### src/rtl/audio_ctrl_pkg.sv
// Shared types and constants for the audio run sequencer.
// Latency: n/a (declarations only).
// Backpressure: n/a.
package audio_ctrl_pkg;

  typedef enum logic [2:0] {
    IDLE,
    RESET_CORE,
    RUN,
    DRAIN,
    DONE
  } state_t;

  localparam int DATA_W_DEF = 11;  // width of the core's R6 audio register
  localparam int UNDERRUN_W = 8;   // saturating empty-tick counter width

endpackage

### src/rtl/sample_fifo.sv
// Synchronous show-ahead FIFO; dout is the current head.
// Latency: a pushed word is visible at dout one cycle after the push.
// Backpressure: push is dropped when full unless a pop happens in the same cycle.
module sample_fifo #(
  parameter int DEPTH = 8,
  parameter int W     = 11
) (
  input  logic                     clk,
  input  logic                     rst,
  input  logic                     push,
  input  logic                     pop,
  input  logic [W-1:0]             din,
  output logic [W-1:0]             dout,
  output logic [$clog2(DEPTH):0]   count,
  output logic                     full,
  output logic                     empty
);

  localparam int AW = $clog2(DEPTH);

  logic [W-1:0]  mem [DEPTH];
  logic [AW-1:0] wr_ptr;
  logic [AW-1:0] rd_ptr;
  logic          do_push;
  logic          do_pop;

  assign full    = (count == (AW + 1)'(DEPTH));
  assign empty   = (count == '0);
  assign do_pop  = pop && !empty;
  // When full, the slot being written is the head being popped this cycle;
  // the head is read combinationally before the write lands.
  assign do_push = push && (!full || do_pop);
  assign dout    = mem[rd_ptr];

  // Pointer and occupancy bookkeeping; pointers wrap naturally.
  always_ff @(posedge clk) begin
    if (rst) begin
      wr_ptr <= '0;
      rd_ptr <= '0;
      count  <= '0;
    end else begin
      if (do_push) wr_ptr <= wr_ptr + AW'(1);
      if (do_pop)  rd_ptr <= rd_ptr + AW'(1);
      count <= count + (AW + 1)'(do_push) - (AW + 1)'(do_pop);
    end
  end

  // Storage write; contents need no reset since occupancy gates reads.
  always_ff @(posedge clk) begin
    if (do_push) mem[wr_ptr] <= din;
  end

endmodule

### src/rtl/audio_run_ctrl.sv
// Sequences core reset/run, buffers R6 samples and replays them on a fixed tick.
// Latency: a sample written in cycle N reaches audio_out after the first tick past N+1.
// Backpressure: core_en drops while the buffer holds FIFO_DEPTH-1 or more samples.
module audio_run_ctrl
  import audio_ctrl_pkg::*;
#(
  parameter int DATA_W     = DATA_W_DEF,
  parameter int FIFO_DEPTH = 8,
  parameter int TICK_DIV   = 1042,
  parameter int RST_CYCLES = 4
) (
  input  logic                  clkFPGA,
  input  logic                  rst,
  input  logic                  start,
  input  logic                  alg_sel,
  output logic                  core_rst,
  output logic                  core_en,
  output logic                  core_alg,
  input  logic                  core_done,
  input  logic                  sample_we,
  input  logic [DATA_W-1:0]     sample_in,
  output logic [DATA_W-1:0]     audio_out,
  output logic                  audio_valid,
  output logic                  busy,
  output logic                  done,
  output logic                  overflow,
  output logic [UNDERRUN_W-1:0] underrun_cnt
);

  localparam int CW   = $clog2(FIFO_DEPTH) + 1;
  localparam int TK_W = $clog2(TICK_DIV);
  localparam int RC_W = $clog2(RST_CYCLES + 1);

  state_t            state;
  state_t            state_nxt;
  logic [RC_W-1:0]   rst_cnt;
  logic [TK_W-1:0]   tick_cnt;
  logic              start_acc;
  logic              streaming;
  logic              tick;
  logic              pop;
  logic              push;
  logic              drop;
  logic              fifo_full;
  logic              fifo_empty;
  logic [CW-1:0]     fifo_count;
  logic [CW-1:0]     cnt_nxt;
  logic [DATA_W-1:0] fifo_dout;

  assign streaming = (state == RUN) || (state == DRAIN);
  assign tick      = streaming && (tick_cnt == TK_W'(TICK_DIV - 1));
  assign pop       = tick && !fifo_empty;
  // A write at full is still taken when the same-cycle pop frees the head slot.
  assign push      = (state == RUN) && sample_we && (!fifo_full || pop);
  assign drop      = (state == RUN) && sample_we && !push;
  assign cnt_nxt   = fifo_count + CW'(push) - CW'(pop);

  sample_fifo #(
    .DEPTH (FIFO_DEPTH),
    .W     (DATA_W)
  ) u_fifo (
    .clk   (clkFPGA),
    .rst   (rst),
    .push  (push),
    .pop   (pop),
    .din   (sample_in),
    .dout  (fifo_dout),
    .count (fifo_count),
    .full  (fifo_full),
    .empty (fifo_empty)
  );

  // Next-state decode; start is only honoured from IDLE and DONE.
  always_comb begin
    state_nxt = state;
    start_acc = 1'b0;
    unique case (state)
      IDLE, DONE: begin
        if (start) begin
          start_acc = 1'b1;
          state_nxt = RESET_CORE;
        end
      end
      RESET_CORE: if (rst_cnt == RC_W'(RST_CYCLES - 1)) state_nxt = RUN;
      RUN:        if (core_done) state_nxt = DRAIN;
      DRAIN:      if (tick && fifo_empty) state_nxt = DONE;
      default:    state_nxt = IDLE;
    endcase
  end

  // State register plus the core-reset hold counter and sample-period divider.
  always_ff @(posedge clkFPGA) begin
    if (rst) begin
      state    <= IDLE;
      rst_cnt  <= '0;
      tick_cnt <= '0;
    end else begin
      state    <= state_nxt;
      rst_cnt  <= (state == RESET_CORE) ? rst_cnt + RC_W'(1) : '0;
      // Divider idles at 0 outside RUN/DRAIN, so it starts from 0 on RUN entry.
      tick_cnt <= (!streaming || tick) ? '0 : tick_cnt + TK_W'(1);
    end
  end

  // Registered outputs, decoded from the next state so they align with it.
  always_ff @(posedge clkFPGA) begin
    if (rst) begin
      core_rst     <= 1'b1;
      core_en      <= 1'b0;
      core_alg     <= 1'b0;
      audio_out    <= '0;
      audio_valid  <= 1'b0;
      busy         <= 1'b0;
      done         <= 1'b0;
      overflow     <= 1'b0;
      underrun_cnt <= '0;
    end else begin
      core_rst    <= (state_nxt == IDLE) || (state_nxt == RESET_CORE);
      // One-entry margin absorbs a write already in flight when core_en falls.
      core_en     <= (state_nxt == RUN) && (cnt_nxt < CW'(FIFO_DEPTH - 1));
      busy        <= (state_nxt == RESET_CORE) || (state_nxt == RUN) || (state_nxt == DRAIN);
      done        <= (state_nxt == DONE);
      audio_valid <= pop;
      if (pop) audio_out <= fifo_dout;
      if (start_acc) core_alg <= alg_sel;

      if (start_acc)  overflow <= 1'b0;
      else if (drop)  overflow <= 1'b1;

      if (start_acc) begin
        underrun_cnt <= '0;
      end else if ((state == RUN) && tick && fifo_empty && (underrun_cnt != '1)) begin
        underrun_cnt <= underrun_cnt + UNDERRUN_W'(1);
      end
    end
  end

endmodule
### config.mk
export PLATFORM = sky130hd
export DESIGN_NAME = audio_run_ctrl
export DESIGN_NICKNAME = d
export VERILOG_FILES = /design/src/rtl/audio_ctrl_pkg.sv /design/src/rtl/sample_fifo.sv /design/src/rtl/audio_run_ctrl.sv
export SDC_FILE = /design/constraint.sdc
export NUM_CORES = 1
export LEC_CHECK = 0
export ABC_AREA = 1
export BUFFER_PORTS_ARGS = -buffer_cell sky130_fd_sc_hd__buf_2
export CAP_MARGIN = 20
export CORE_MARGIN = 8
export CORE_UTILIZATION = 50
export DETAILED_ROUTE_END_ITERATION = 7
export GPL_TIMING_DRIVEN = 0
export PLACE_DENSITY = 0.73
export SYNTH_ARGS = -nofsm -noshare
export SYNTH_HDL_FRONTEND = slang
export SYNTH_SLANG_ARGS = --single-unit
export TNS_END_PERCENT = 5
### constraint.sdc
create_clock -name clkFPGA -period 4.7 [get_ports clkFPGA]
set_clock_uncertainty 0.1 [all_clocks]
set_input_delay 0.47 -clock clkFPGA [delete_from_list [all_inputs] [get_ports clkFPGA]]
set_output_delay 0.47 -clock clkFPGA [all_outputs]
set_load 0.05 [all_outputs]
==> flow_metrics.env, run 1 <==
export IMPL_status="complete, no violations"
export IMPL_post_cts_buffers=0
export IMPL_crit_path_max_fanout=10
export IMPL_initial_utilization_pct=50.5
export IMPL_cts_tree="built"
export IMPL_ctsHoldBuffers=0
export IMPL_layout_drive_gt1_share_pct=16.3
export IMPL_clk_latency_ns=0.42
export IMPL_grt_max_degree=17
export IMPL_yosys_warnings=0
export IMPL_gr_usage_met1_pct=19.8
export IMPL_die_w_um=125
export IMPL_wl_per_cell_um=16.4
export IMPL_clkTransAtPathRegs_ns=0.06
export IMPL_cts_buffers=17
export IMPL_grt_overflow=0
export IMPL_ir_drop_mv=0.374
export IMPL_finalPower_mw=2.75
export IMPL_ctsRootBufferMaster="clkbuf_16"
export IMPL_core_area_sq_um=11800
export IMPL_synth_edf_count=88
export IMPL_grt_use_total_pct=18.2
export IMPL_worst_path_most_repeated_cell="ha_1"
export IMPL_path_class="reg2reg"
export IMPL_yosysSeqAreaShare_pct=62.1
export IMPL_antenna_found_initial=0
export IMPL_path_cells="ha_1 -> nand2_1 -> nor2_2 -> nand3_2 -> nor2_4 -> buf_6 -> ha_1 -> inv_1 -> ha_1 -> fa_1 -> nand2_1 -> a21oi_1 -> o21ai_0 -> o21a_1 -> nand4_1 -> nor2_1"
export IMPL_power_density_nw_per_um2=390
export IMPL_finalInstanceArea_sq_um=7070
export IMPL_synth_area_sq_um=5960
export IMPL_nNetsFinal=706
export IMPL_grt_pass1_wl_um=22200
export IMPL_synth_cell_types=31
export IMPL_placed_area_sq_um=6430
export IMPL_via_per_inst=5.41
export IMPL_cts_resized=0
export IMPL_fin_tns_setup_ns=0
export IMPL_slew_headroom_pct=25.8
export IMPL_clock_sinks=141
export IMPL_met2_usage_pct=32.0
export IMPL_critPathBufInv=2
export IMPL_die_y_um=125
export IMPL_first_global_vias=4541
export IMPL_use_met3_pct=4.76
export IMPL_area_delta_synth_final_pct=18.5
export IMPL_worstPathArrival_ns=3.24
export IMPL_synth_nets=639
export IMPL_htree_levels=4
export IMPL_drv_slew=0
export IMPL_fin_crit_sh_pct=63.9
export IMPL_crit_required_ns=4.94
export IMPL_vias=4504
export IMPL_ys_ff_latch=141
export IMPL_num_io_pins=43
export IMPL_drt_total_wl_um=13700
export IMPL_dp_hpwl_um=9610
export IMPL_cp_end_kind="flop"
export IMPL_cts_buffer_depth=2
export IMPL_num_antenna_cells=0
export IMPL_synth_async_sr_flop_share_pct=0
export IMPL_gp_congestion=0.859
export IMPL_critPathTopFamily="adder cells"
export IMPL_slowest_stage="fa_1"
export IMPL_final_hold_violation_count=0
export IMPL_cp_slowest_stage_delay_ns=0.43
export IMPL_worst_pin_slew_ns=1.11
export IMPL_fmax_mhz=333
export IMPL_maxCapViolations=0
export IMPL_grt_busiest_layer="met2"
export IMPL_p_leak_nw=2.79
export IMPL_syn_avg_cell_area_sq_um=9.84
export IMPL_finalSetupViolCount=0
export IMPL_finalWorstPathRequiredPeriod_ns=3.00
export IMPL_start_kind="flop"
export IMPL_drt_antenna_violating_nets=0
export IMPL_synth_ff_type="edfxtp_1"
export IMPL_firstDrtPassIters=5
export IMPL_rsz0062_at_grt="false"
export IMPL_drtIter0Drc=356
export IMPL_worstHoldPathType="in2reg"
export IMPL_drc=0
export IMPL_syn_inst=606
export IMPL_utilization_pct=59.8
export IMPL_dieArea_sq_um=15700
export IMPL_row_count=40
export IMPL_io_buffers=42
[synth_stat cells (3+ instances only)]
library cell	instances	share of area (%)
inv_1	53	3.3
xor2_1	3	0.44
nand3_1	18	1.5
a21oi_1	19	1.6
nand2_1	88	5.5
inv_2	4	0.25
nor2_1	110	6.9
o21ai_0	60	5.0
nor2_4	3	0.57
nand3b_1	3	0.38
buf_2	8	0.67
nor3_1	10	0.84
o22ai_1	22	2.3
edfxtp_1	88	44
ha_1	14	2.9
nor2_2	6	0.63
o21ai_1	7	0.59
nand2_2	4	0.42
nand4_1	8	0.84
clkbuf_1	9	0.57
dfxtp_1	53	18
[cells in the final DEF, fill, tap and decap left out, drive strengths merged, types with 3 or more instances in the layout]
cell type,n
nand3,20
bufinv,4
nand3b,3
nand4,9
inv,58
clkbuf,27
a21oi,19
dfxtp,53
o21ai,67
o22ai,22
nor2,119
buf,60
nor3,10
xor2,3
edfxtp,88
nand2,92
ha,14
clkinv,8
[cell type report]
type / count / area [sq um]
sequential: 141 / 3700
timing repair buffer: 48 / 278
fill: 1004 / 4740
multi-input combinational: 386 / 1960
clock inverter: 14 / 193
buffer: 21 / 104
clock buffer: 18 / 429
inverter: 58 / 218
tap: 147 / 184
[registers in the layout, summed over array words and instances, names as in the netlist]
signal	count
core_en	1
core_alg	1
u_fifo.rd_ptr	3
audio_out	11
core_rst	1
underrun_cnt	8
overflow	1
u_fifo.wr_ptr	3
u_fifo.count	4
done	1
state	3
tick_cnt	11
busy	1
audio_valid	1
rst_cnt	3
u_fifo.mem	88
[per-stage QoR]
| stage | setup slack, ns | std cells | hold slack (ns) |
|---|---|---|---|
| 2_1_floorplan | 2.10 | 606 | 0.299 |
| 3_3_place_gp | 1.25 | 795 | 0.308 |
| 3_5_place_dp | 1.73 | 800 | 0.341 |
| 4_1_cts | 1.70 | 832 | 0.192 |
| 5_1_grt | 1.47 | 833 | 0.218 |
| 6_report | 1.70 | 833 | 0.213 |
[kinds of logic (layout without fill, tap and decap cells)]
| group | Yosys count | count (layout) | synth area share, % |
|---|---|---|---|
| AND/OR/NAND/NOR | 255 | 255 | 18.4 |
| flip-flops | 141 | 141 | 62.1 |
| AO/OA/AOI/OAI | 112 | 112 | 10.0 |
| buffers and inverters | 79 | 159 | 5.39 |
| adder cells (fa/ha/maj) | 16 | 16 | 3.61 |
| XOR/XNOR | 3 | 3 | 0.441 |
[power by group]
| group | total [mW] | internal, mW | leakage [nW] | switching (mW) |
|---|---|---|---|---|
| sequential | 1.32 | 1.32 | 1.22 | 0.00179 |
| combinational | 0.0413 | 0.0110 | 1.27 | 0.0303 |
| clock | 1.40 | 0.888 | 0.298 | 0.508 |
[path summary, 6_finish.rpt]
path         cells past startpoint  slack [ns]           endpoint          start
max                             16        1.70            core_en    tick_cnt[0]
min                              1        0.21  u_fifo.mem[4][10]  sample_in[10]
max reg2reg                     16        1.70            core_en    tick_cnt[0]
min reg2reg                      1        0.35         rst_cnt[0]     rst_cnt[0]
[worst register-to-register path: cells and delay by family (launching register included)]
kind                       cells  cell delay, ns
AOI/OAI and AO/OA              3            0.27
adders and majority gates      4            1.05
buffers and inverters          2            0.24
DFF                            1            0.40
and+or+nand+nor                7            0.89
[per-layer routing]
metal	up-vias	routed length (um)
li1	2186	-
met1	2132	5490
met2	162	7060
met3	24	815
met4	0	315
met5	-	0
Power figures use the tool's default switching activity.
==> inputs of run 2 (changes only) <==
Clock period 4.7 ns to 2.86 ns, I/O delays scaled along.
==> run 2 against run 1 <==
Compared with the run above: utilization rose by 1.0 points; register-to-register slack got worse by 1.6 ns; die area did not move; power rose by 64%; critical path depth rose by 1; cell count rose by 1.1%.
==> flow_metrics.env, run 2 (synthesized netlist as in run 1, its figures left out) <==
export IMPL_clock_sinks=141
export IMPL_fin_crit_sh_pct=95.3
export IMPL_worstHoldPathType="in2reg"
export IMPL_dieArea_sq_um=15700
export IMPL_finalWorstSetupSlack_ns=0.136
export IMPL_finalPower_mw=4.53
export IMPL_area_delta_synth_final_pct=20.5
export IMPL_start_kind="flop"
export IMPL_ctsHoldBuffers=0
export IMPL_pwr_share_seq_pct=47.8
export IMPL_maxCapViolations=0
export IMPL_finalSetupViolCount=0
export IMPL_p_leak_nw=2.83
export IMPL_worst_pin_slew_ns=1.12
export IMPL_holdWs_ns=0.0338
export IMPL_slew_headroom_pct=24.7
export IMPL_net_switching_power_mw=0.891
export IMPL_largest_reg_flops=88
export IMPL_place_ws_ns=-0.114
export IMPL_ctsRootBufferMaster="clkbuf_16"
export IMPL_cts_tree="built"
export IMPL_regMostFlops="u_fifo.mem"
export IMPL_drc=0
export IMPL_clk_latency_ns=0.42
export IMPL_ff2ff_setup_slack_ns=0.14
export IMPL_endpoint="core_en"
export IMPL_startpoint="tick_cnt[1]"
export IMPL_r2r_start="tick_cnt[1]"
export IMPL_final_common_cell="nor2_1"
export IMPL_layout_drive_gt1_share_pct=18.4
export IMPL_final_cell_mix="110 x nor2_1, 88 x edfxtp_1, 87 x nand2_1"
export IMPL_crit_required_ns=3.11
export IMPL_drtIter0Drc=312
export IMPL_power_density_nw_per_um2=630
export IMPL_core_area_sq_um=11800
export IMPL_regToRegEndpoint="core_en"
export IMPL_drt_total_wl_um=13900
export IMPL_path_class="reg2reg"
export IMPL_vias=4597
export IMPL_first_global_vias=4565
export IMPL_gp_congestion=0.859
export IMPL_top_regs="u_fifo.mem x88, audio_out x11, tick_cnt x11"
export IMPL_io_buffers=42
export IMPL_drt_antenna_violating_nets=0
export IMPL_drv_slew=0
export IMPL_antenna_found_initial=0
export IMPL_num_antenna_cells=0
export IMPL_nFillCells=989
export IMPL_die_y_um=125
export IMPL_crit_path_max_fanout=7
export IMPL_htree_levels=4
export IMPL_row_count=40
export IMPL_die_w_um=125
export IMPL_status="complete, no violations"
export IMPL_final_hold_violation_count=0
export IMPL_grt_overflow=0
export IMPL_num_io_pins=43
export IMPL_whs_path_depth=1
export IMPL_wl_per_cell_um=16.5
export IMPL_cts_buffer_depth=2
export IMPL_rsz0062_at_grt="true"
export IMPL_via_per_inst=5.46
export IMPL_cp_end_kind="flop"
export IMPL_initial_utilization_pct=50.5
export IMPL_dp_hpwl_um=9610
export IMPL_grt_max_degree=17
export IMPL_ir_drop_mv=0.614
export IMPL_nNetsFinal=715
export IMPL_p_clk_share_pct=50.7
export IMPL_worstPathArrival_ns=2.97
export IMPL_grt_use_total_pct=18.2
export IMPL_r2r_cells=17
export IMPL_intPower_mw=3.64
export IMPL_fmax_mhz=367
export IMPL_p_sw_share_pct=19.7
export IMPL_utilization_pct=60.9
export IMPL_firstDrtPassIters=5
export IMPL_cts_buffers=17
export IMPL_pwr_share_comb_pct=1.5
export IMPL_grt_pass1_wl_um=22300
export IMPL_clkTransAtPathRegs_ns=0.06
export IMPL_finalWorstPathRequiredPeriod_ns=2.72
-- run 2: changes by cell type in the layout (fill, tap and decap cells not counted), moves of 2 or more --
cell     previous run  this run
buf_4               0         9
dfxtp_1            53        51
dfxtp_2             0         2
ha_1               14        12
ha_4                0         2
nand3_2             2         0
nand3_4             0         2
-- run 2: power groups by stage --
stage          clock [mW]  sequential (mW)  combinational (mW)
6_report             2.30             2.16              0.0683
5_1_grt              2.40             2.16              0.0756
3_5_place_dp            0             2.21              0.0674
4_1_cts              2.32             2.16              0.0677
3_3_place_gp            0             2.21              0.0648
2_1_floorplan           0             2.22              0.0223
-- run 2: worst min-delay path by stage --
stage	start	end	slack, ns
finish	sample_in[10]	u_fifo.mem[4][10]	0.03
global route	rst	audio_valid	0.03
CTS	sample_in[10]	u_fifo.mem[4][10]	0.008
detailed placement	rst_cnt[0]	rst_cnt[0]	0.34
global placement	rst_cnt[0]	rst_cnt[0]	0.31
floorplan	rst	u_fifo.count[1]	0.25
-- run 2: timing repair --
| action | CTS | global route |
|---|---|---|
| setup buffers | 2 | 7 |
| gates resized for setup | 2 | 10 |
| endpoints found under the setup margin | 12 | 23 |
| pin swaps | 3 | 7 |
-- run 2: area by class of cell --
cell class	count	area [sq um]	share of cell area [%]
plain buffers	21	104	1.44
clock buffers	18	429	5.97
clock inverters	14	193	2.68
inverters	58	221	3.08
multi-input cells	386	2010	27.9
flip-flops and latches	141	3710	51.5
well taps	147	184	2.56
repair buffers	57	345	4.80
-- run 2: metrics by stage --
step | cells | TNS [ns] | cell area, sq um
finish | 842 | 0 | 7190
CTS | 834 | 0 | 7080
global placement | 795 | -20.11 | 6360
floorplan | 606 | 0 | 5960
detailed placement | 800 | -0.114 | 6430
global route | 842 | -0.0363 | 7190
-- run 2: layer usage --
| layer | track usage (%) | up-vias | share of wire (%) |
|---|---|---|---|
| li1 | - | 2202 | - |
| met2 | 32.1 | 163 | 51 |
| met5 | 0 | - | 0 |
| met4 | 9.53 | 0 | 2.5 |
| met3 | 4.76 | 29 | 5.9 |
| met1 | 19.9 | 2203 | 40 |
-- run 2: worst max-delay path, cell delays in order, from the launching register on --
cell     delay (ns)
dfxtp_2        0.34
inv_1          0.08
ha_4           0.14
nand2_2        0.07
nor2_4         0.15
nand3_4        0.10
nor2_4         0.12
buf_6          0.14
ha_1           0.23
inv_2          0.08
ha_4           0.14
fa_1           0.42
nand2_1        0.07
a21oi_1        0.03
o21ai_0        0.08
o21a_1         0.15
nand4_1        0.07
nor2_1         0.13
==> inputs of run 3 (changes only) <==
Settings changed: CAP_MARGIN 20 to default, CORE_UTILIZATION 50 to 60, PLACE_DENSITY 0.73 to 0.84.
==> run 3 against run 2 <==
Compared with the run above: the flow now finishes with violations (setup timing); hold slack better by 0.025 ns; first-iteration DRC count is 100% higher; routed wire length is 11% higher; power is 2.1% lower; critical path type unchanged; largest cell class unchanged; largest power group unchanged; highest routed layer unchanged.
==> flow_metrics.env, run 3 (synthesized netlist as in run 1, its figures left out) <==
export IMPL_wl_per_cell_um=18.5
export IMPL_drt_total_wl_um=15400
export IMPL_dp_hpwl_um=9330
export IMPL_drc=0
export IMPL_area_delta_synth_final_pct=20.4
export IMPL_slowest_stage="nor2_1"
export IMPL_maxCapViolations=0
export IMPL_holdWs_ns=0.0588
export IMPL_clock_sinks=141
export IMPL_path_class="reg2reg"
export IMPL_die_w_um=116
export IMPL_violations="setup timing"
export IMPL_via_per_inst=5.85
export IMPL_fmax_mhz=345
export IMPL_first_global_vias=4940
export IMPL_dp_cells=784
export IMPL_crit_path_max_fanout=11
export IMPL_cts_tree="built"
export IMPL_cp_end_kind="flop"
export IMPL_finalWorstSetupSlack_ns=-0.0414
export IMPL_ctsRootBufferMaster="clkbuf_8"
export IMPL_gp_congestion=0.828
export IMPL_fin_crit_sh_pct=101
export IMPL_num_io_pins=43
export IMPL_crit_required_ns=2.91
export IMPL_worst_path_most_repeated_cell="nand2_2"
export IMPL_cts_buffers=17
export IMPL_start_kind="flop"
export IMPL_final_hold_violation_count=0
export IMPL_antenna_found_initial=0
export IMPL_path_cells="ha_2 -> nand2_2 -> nor2_4 -> nand4_1 -> nand2_2 -> nand3_1 -> nor2_1"
export IMPL_clkTransAtPathRegs_ns=0.06
export IMPL_finalSetupViolCount=22
export IMPL_io_buffers=42
export IMPL_drtIter0Drc=638
export IMPL_core_area_sq_um=9730
export IMPL_final_cell_mix="109 x nor2_1, 88 x edfxtp_1, 87 x nand2_1"
export IMPL_worst_pin_slew_ns=1.23
export IMPL_power_density_nw_per_um2=617
export IMPL_nFillCells=634
export IMPL_dieArea_sq_um=13400
export IMPL_p_leak_nw=2.84
export IMPL_grt_overflow=0
export IMPL_initial_utilization_pct=61.3
export IMPL_largest_reg_flops=88
export IMPL_grt_use_total_pct=24.3
export IMPL_grt_max_degree=17
export IMPL_die_y_um=116
export IMPL_drt_antenna_violating_nets=0
export IMPL_instances_no_fill=833
export IMPL_firstDrtPassIters=5
export IMPL_layout_drive_gt1_share_pct=17.6
export IMPL_finalWorstPathRequiredPeriod_ns=2.90
export IMPL_final_common_cell="nor2_1"
export IMPL_ir_drop_mv=0.781
export IMPL_regMostFlops="u_fifo.mem"
export IMPL_cp_slowest_stage_delay_ns=1.00
export IMPL_critPathBufInv=0
export IMPL_critPathTopFamily="simple AND/OR/NAND/NOR gates"
export IMPL_slew_headroom_pct=17.7
export IMPL_nNetsFinal=720
export IMPL_utilization_pct=73.8
export IMPL_worstPathArrival_ns=2.95
export IMPL_cts_buffer_depth=2
export IMPL_htree_levels=4
export IMPL_rsz0062_at_grt="true"
export IMPL_vias=4872
export IMPL_grt_pass1_wl_um=24300
export IMPL_row_count=36
export IMPL_clk_latency_ns=0.54
export IMPL_status="finished with violations"
export IMPL_worstHoldPathType="in2reg"
export IMPL_drv_slew=0
export IMPL_top_regs="u_fifo.mem x88, audio_out x11, tick_cnt x11"
export IMPL_num_antenna_cells=0
==> run 3: worst min-delay path, delay by kind of cell <==
family / cells / cell delay [ns]
simple gates: 2 / 0.14
compound gates: 1 / 0.06
buf+inv: 2 / 0.15
==> run 3: per-layer routing <==
metal | vias to the layer above | GRT usage [%] | part of all wire [%]
li1 | 2225 | - | -
met1 | 2296 | 27.1 | 37
met2 | 302 | 41.4 | 51
met3 | 49 | 7.14 | 9.9
met4 | 0 | 13.1 | 2.5
met5 | - | 0 | 0
==> run 3: worst paths after layout <==
kind / slack, ns / start / endpoint / cells past startpoint
worst max-delay path: -0.04 / tick_cnt[0] / u_fifo.mem[5][10] / 7
worst min-delay path: 0.06 / sample_we / overflow / 5
worst max register to register: -0.04 / tick_cnt[0] / u_fifo.mem[5][10] / 7
worst min register to register: 0.34 / rst_cnt[0] / rst_cnt[0] / 1
==> run 3: metrics by stage <==
step	setup TNS [ns]	cell area, sq um	total power, mW	setup WS [ns]
2_1_floorplan	0	5960	2.24	0.261
3_3_place_gp	-18.19	6340	2.27	-0.531
4_1_cts	0	7150	4.43	0.00293
3_5_place_dp	-1.58	6390	2.28	-0.155
5_1_grt	-3.70	7180	4.53	-0.131
6_report	-0.517	7180	4.43	-0.0414
==> run 3: cell type report <==
cell class                      count  area (sq um)  area share, %
Buffer                             21           108           1.50
Clock buffer                       20           467           6.50
Clock inverter                     12           120           1.67
Inverter                           58           220           3.07
Multi-Input combinational cell    386          1990           27.7
Sequential cell                   141          3710           51.6
Tap cell                          133           166           2.32
Timing Repair Buffer               62           407           5.66
==> run 3: where the power goes <==
group	switching, mW	internal (mW)
Sequential	0.00338	2.16
Clock	0.902	1.28
Combinational	0.0590	0.0305
==> run 3: timing repair <==
| item | CTS | global route |
|---|---|---|
| pin swaps | 3 | 2 |
| setup buffers | 1 | 2 |
| endpoints found under the setup margin | 45 | 34 |
| hold buffers | 14 | 0 |
| resized for setup | 8 | 5 |
| hold endpoints to repair | 95 | 0 |
| gates cloned | 0 | 0 |
